--- src/rtl/decoder_scan_if.sv ---
// decoder_scan_if: select/enable inputs and registered decode outputs of decoder_scan
interface decoder_scan_if #(
  parameter int SEL_W = 3,
  parameter int OUTS  = 8
);
  logic             en;
  logic             mode;
  logic [SEL_W-1:0] x;
  logic [OUTS-1:0]  D;
  logic [SEL_W-1:0] idx;
  logic             oor;
  logic             wrap;
  modport master (output en, mode, x, input D, idx, oor, wrap);
  modport slave  (input en, mode, x, output D, idx, oor, wrap);
endinterface

--- src/rtl/decoder_scan.sv ---
// decoder_scan: registered one-hot decoder with DIRECT select and auto-sequencing SCAN modes
module decoder_scan #(
  parameter int SEL_W   = 3,
  parameter int OUTS    = 8,
  parameter int DIV     = 4,
  parameter int ACT_LOW = 0
) (
  input logic           clk,
  input logic           rst,
  decoder_scan_if.slave bus
);
  localparam int PW = DIV > 1 ? $clog2(DIV) : 1;
  localparam logic [SEL_W:0]   OUTS_V = (SEL_W+1)'(OUTS);
  localparam logic [SEL_W-1:0] LAST   = SEL_W'(OUTS-1);
  localparam logic [PW-1:0]    PMAX   = PW'(DIV-1);
  localparam logic [OUTS-1:0]  ONE    = OUTS'(1);
  typedef enum logic [1:0] {IDLE, DIRECT, SCAN} state_t;
  state_t state, state_n;
  logic [OUTS-1:0]  act, act_n;
  logic [SEL_W-1:0] idx, idx_n;
  logic [PW-1:0]    pre, pre_n;
  logic             oor, oor_n, wrap, wrap_n;
  always_ff @(posedge clk or posedge rst)
    if (rst) state <= IDLE;
    else     state <= state_n;
  always_comb state_n = !bus.en ? IDLE : bus.mode ? SCAN : DIRECT;
  // state holds the previous edge's mode, so state != SCAN marks scan entry
  always_comb begin
    act_n  = act;
    idx_n  = idx;
    pre_n  = '0;
    oor_n  = 1'b0;
    wrap_n = 1'b0;
    if (state_n == IDLE) begin
      act_n = '0;
    end else if (state_n == DIRECT) begin
      idx_n = bus.x;
      oor_n = !({1'b0, bus.x} < OUTS_V);
      act_n = oor_n ? '0 : ONE << bus.x;
    end else if (state != SCAN) begin
      idx_n = '0;
      act_n = ONE;
    end else if (pre == PMAX) begin
      wrap_n = (idx == LAST);
      idx_n  = wrap_n ? '0 : idx + SEL_W'(1);
      act_n  = ONE << idx_n;
    end else begin
      pre_n = pre + PW'(1);
    end
  end
  always_ff @(posedge clk or posedge rst)
    if (rst) begin
      act  <= '0;
      idx  <= '0;
      pre  <= '0;
      oor  <= 1'b0;
      wrap <= 1'b0;
    end else begin
      act  <= act_n;
      idx  <= idx_n;
      pre  <= pre_n;
      oor  <= oor_n;
      wrap <= wrap_n;
    end
  assign bus.D    = (ACT_LOW != 0) ? ~act : act;
  assign bus.idx  = idx;
  assign bus.oor  = oor;
  assign bus.wrap = wrap;
endmodule

--- src/flat_wrapper.sv ---
// flat-port wrapper written by rule: the top's interface ports become plain ports
module decoder_scan_flat 
#(
  parameter int SEL_W   = 3,
  parameter int OUTS    = 8,
  parameter int DIV     = 4,
  parameter int ACT_LOW = 0
)
  (clk, rst, bus_en, bus_mode, bus_x, bus_D, bus_idx, bus_oor, bus_wrap);
  decoder_scan_if #(.SEL_W(SEL_W), .OUTS(OUTS)) bus_i ();
  input logic clk;
  input logic rst;
  input wire logic [$bits(bus_i.en)-1:0] bus_en;
  input wire logic [$bits(bus_i.mode)-1:0] bus_mode;
  input wire logic [$bits(bus_i.x)-1:0] bus_x;
  output wire logic [$bits(bus_i.D)-1:0] bus_D;
  output wire logic [$bits(bus_i.idx)-1:0] bus_idx;
  output wire logic [$bits(bus_i.oor)-1:0] bus_oor;
  output wire logic [$bits(bus_i.wrap)-1:0] bus_wrap;
  assign bus_i.en = bus_en;
  assign bus_i.mode = bus_mode;
  assign bus_i.x = bus_x;
  assign bus_D = bus_i.D;
  assign bus_idx = bus_i.idx;
  assign bus_oor = bus_i.oor;
  assign bus_wrap = bus_i.wrap;
  decoder_scan #(.SEL_W(SEL_W), .OUTS(OUTS), .DIV(DIV), .ACT_LOW(ACT_LOW)) u_core (.clk(clk), .rst(rst), .bus(bus_i));
endmodule
--- config.mk ---
export PLATFORM = sky130hd
export DESIGN_NAME = decoder_scan_flat
export DESIGN_NICKNAME = d
export VERILOG_FILES = /design/src/rtl/decoder_scan_if.sv /design/src/rtl/decoder_scan.sv /design/src/flat_wrapper.sv
export SDC_FILE = /design/constraint.sdc
export NUM_CORES = 1
export LEC_CHECK = 0
export CORE_ASPECT_RATIO = 1.75
export CORE_MARGIN = 5
export CORE_UTILIZATION = 40
export CTS_CLUSTER_DIAMETER = 60
export DETAILED_ROUTE_END_ITERATION = 10
export GPL_TIMING_DRIVEN = 0
export PLACE_DENSITY = 0.73
export SLEW_MARGIN = 20
export SYNTH_ARGS = -nofsm -noshare
export SYNTH_HDL_FRONTEND = slang
export SYNTH_SLANG_ARGS = --single-unit
--- constraint.sdc ---
create_clock -name clk -period 3.2 [get_ports clk]
set_input_delay 0.8 -clock clk [delete_from_list [all_inputs] [get_ports clk]]
set_output_delay 0.8 -clock clk [all_outputs]
set_load 0.005 [all_outputs]
==> results.json <==
{
  "die_x_um": 46.5,
  "coreArea_um2": 2270,
  "critPathTopFamily": "buffers and inverters",
  "peakVddDrop_v": 0.000279,
  "synth_area_leaders": "dfrtp_1 43%, ha_1 9.4%, a31oi_1 5.4%",
  "post_cts_buffers": 0,
  "yosys.area.top_type": "dfrtp_1",
  "clock_latency_ns": 0.25,
  "syn_area_um2": 932,
  "rsz0062_at_grt": "false",
  "leakagePower_nw": 0.561,
  "io_pins": 20,
  "drt_first_pass_iters": 4,
  "grtUsageTotal": 0.137,
  "netlist_instances": 86,
  "critPathRequiredTime_ns": 2.40,
  "gp_congestion": 0.886,
  "antenna_left": 0,
  "dp_slack_ns": 0.909,
  "hold_viol_final": 0,
  "cts_tree": "built",
  "yosysWarnings": 0,
  "reg2reg_depth": 6,
  "synth-edff-count": 0,
  "finalPower_mw": 0.462,
  "crit_fanout": 7,
  "synthArstFlopShare": 1.00,
  "crit_slowest_cell": "clkdlybuf4s50_1",
  "syn_to_final_growth_pct": 27.1,
  "grt_max_degree": 17,
  "tightest_slew_ns": 0.608,
  "start_util": 0.410,
  "synth_most_common_cell": "dfrtp_1",
  "tns_ns": 0,
  "clock_path_buffers": 2,
  "path_class": "reg2out",
  "h-tree-depth": 1,
  "drive_above_1_share": 0.150,
  "cts_num_sinks": 16,
  "cts.clk_slew.worst_paths_ns": 0.06,
  "row_count": 23,
  "wirelength_um": 2050,
  "rr_endpoint": "u_core.bus.idx[2]",
  "utilization": 0.521,
  "crit_chain": "clkdlybuf4s50_1",
  "dp_hpwl_um": 1610,
  "cts_buffers": 3,
  "vias_per_cell": 5.68,
  "grt-ovfl-total": 0,
  "n_antenna_cell": 0,
  "die_h_um": 73.9,
  "cts_root_buf": "clkbuf_8",
  "vias": 750,
  "synth_top_area_frac": 0.430,
  "wl_per_cell_um": 15.5,
  "ys_types": 34,
  "worst-path-buf-inv": 1,
  "layout.cells.non_filler": 132,
  "drc": 0,
  "hp-start": "u_core.pre[0]",
  "grt_pass1_wl_um": 3330,
  "place_inst": 129,
  "end_kind": "primary output",
  "cap_violations": 0,
  "p_per_area_nw_per_um2": 390,
  "setup_viol": 0,
  "reg2reg_slack_ns": 1.33,
  "grt_pass1_vias": 750,
  "drv_slew": 0,
  "arrival_ns": 1.26,
  "fin_crit_ns": 2.06,
  "nNetsFinal": 123,
  "setup_ws_ns": 1.14,
  "cts_hold_buf": 0,
  "antenna_found_initial": 0,
  "r2r_start": "u_core.pre[0]",
  "postSynthAreaPerCell_um2": 10.8,
  "crit_path_start_kind": "flip-flop",
  "fillCellCount": 209,
  "fin_crit_sh": 0.644,
  "fmax_ghz": 0.485,
  "worstHoldEndpoint": "u_core.pre[0]",
  "slew_headroom": 0.594,
  "cts_resized": 0,
  "syn-num-nets": 100,
  "hold_path_depth": 1,
  "place.port_buffers": 18,
  "yosysSeqAreaShare": 0.430,
  "slowest_delay_ns": 0.55,
  "synth_common_cells": "16 x dfrtp_1, 8 x a31oi_1, 7 x ha_1, 7 x inv_1",
  "yosys_register_bits": 16,
  "outcome": "complete, no violations",
  "drtIter0Drc": 34,
  "synth_flop_cell": "dfrtp_1",
  "worst_hold_path_type": "reg2reg",
  "fin_skew_ns": 0.00339,
  "dieArea_um2": 3430
}
report_power, final:
part           internal (mW)  switching, mW
clock network         0.0835         0.0675
logic                 0.0455         0.0434
registers              0.212        0.00981
total                  0.341          0.121
registers in the layout (all words and copies together), names as in the netlist:
name and flops:
u_core.bus.D 8, u_core.bus.idx 3, u_core.bus.wrap 1, u_core.state 2, u_core.pre 2
cell families (layout without fill, tap and decap cells):
logic type / after synthesis / in the layout / synth area share
flip-flops: 16 / 16 / 0.430
AO/OA/AOI/OAI: 16 / 16 / 0.126
multiplexers: 4 / 4 / 0.0537
AND/OR/NAND/NOR: 30 / 30 / 0.224
other: 1 / 1 / 0.00402
adder cells (fa/ha/maj): 7 / 7 / 0.0940
buffers and inverters: 12 / 33 / 0.0685
worst max path at each step:
| stage | startpoint | endpoint | cells after the start |
|---|---|---|---|
| after detailed placement | bus_x[0] | u_core.bus.D[1] | 4 |
| final | u_core.bus.idx[0] | bus_idx[0] | 1 |
| after CTS | u_core.bus.idx[0] | bus_idx[0] | 1 |
| after floorplan | u_core.pre[0] | u_core.bus.idx[0] | 6 |
| after global routing | bus_en | u_core.bus.D[0] | 4 |
| after global placement | bus_en | u_core.bus.D[0] | 4 |
area by class of cell:
class	count	area, um2	share of cell area
tap	25	31.3	0.0264
sequential	16	400	0.338
timing repair buffer	18	180	0.152
clock buffer	3	41.3	0.0348
inverter	9	33.8	0.0285
multi-input combinational	58	468	0.395
buffer	3	30.0	0.0253
per-layer routing:
metal,GRT usage,wire length [um],share of wire,up-vias
li1,-,-,-,356
met1,0.141,734,0.36,351
met5,0,0,0,-
met2,0.238,1100,0.54,30
met3,0.0196,103,0.050,13
met4,0.0949,105,0.051,0
metrics by stage:
stage	hold WS [ns]	cell area, um2
floorplan	0.408	932
global placement	0.420	1140
detailed placement	0.433	1140
CTS	0.441	1180
global route	0.452	1180
finish	0.442	1180
layout by cell type, fill, tap and decap left out, types with 3 or more instances in the layout:
cell and n:
dfrtp_1 16, nand3_1 4, ha_1 7, inv_1 7, nor3_1 4, clkdlybuf4s50_1 18, clkbuf_8 3, a31oi_1 8
(Power assumes the default switching activity.)
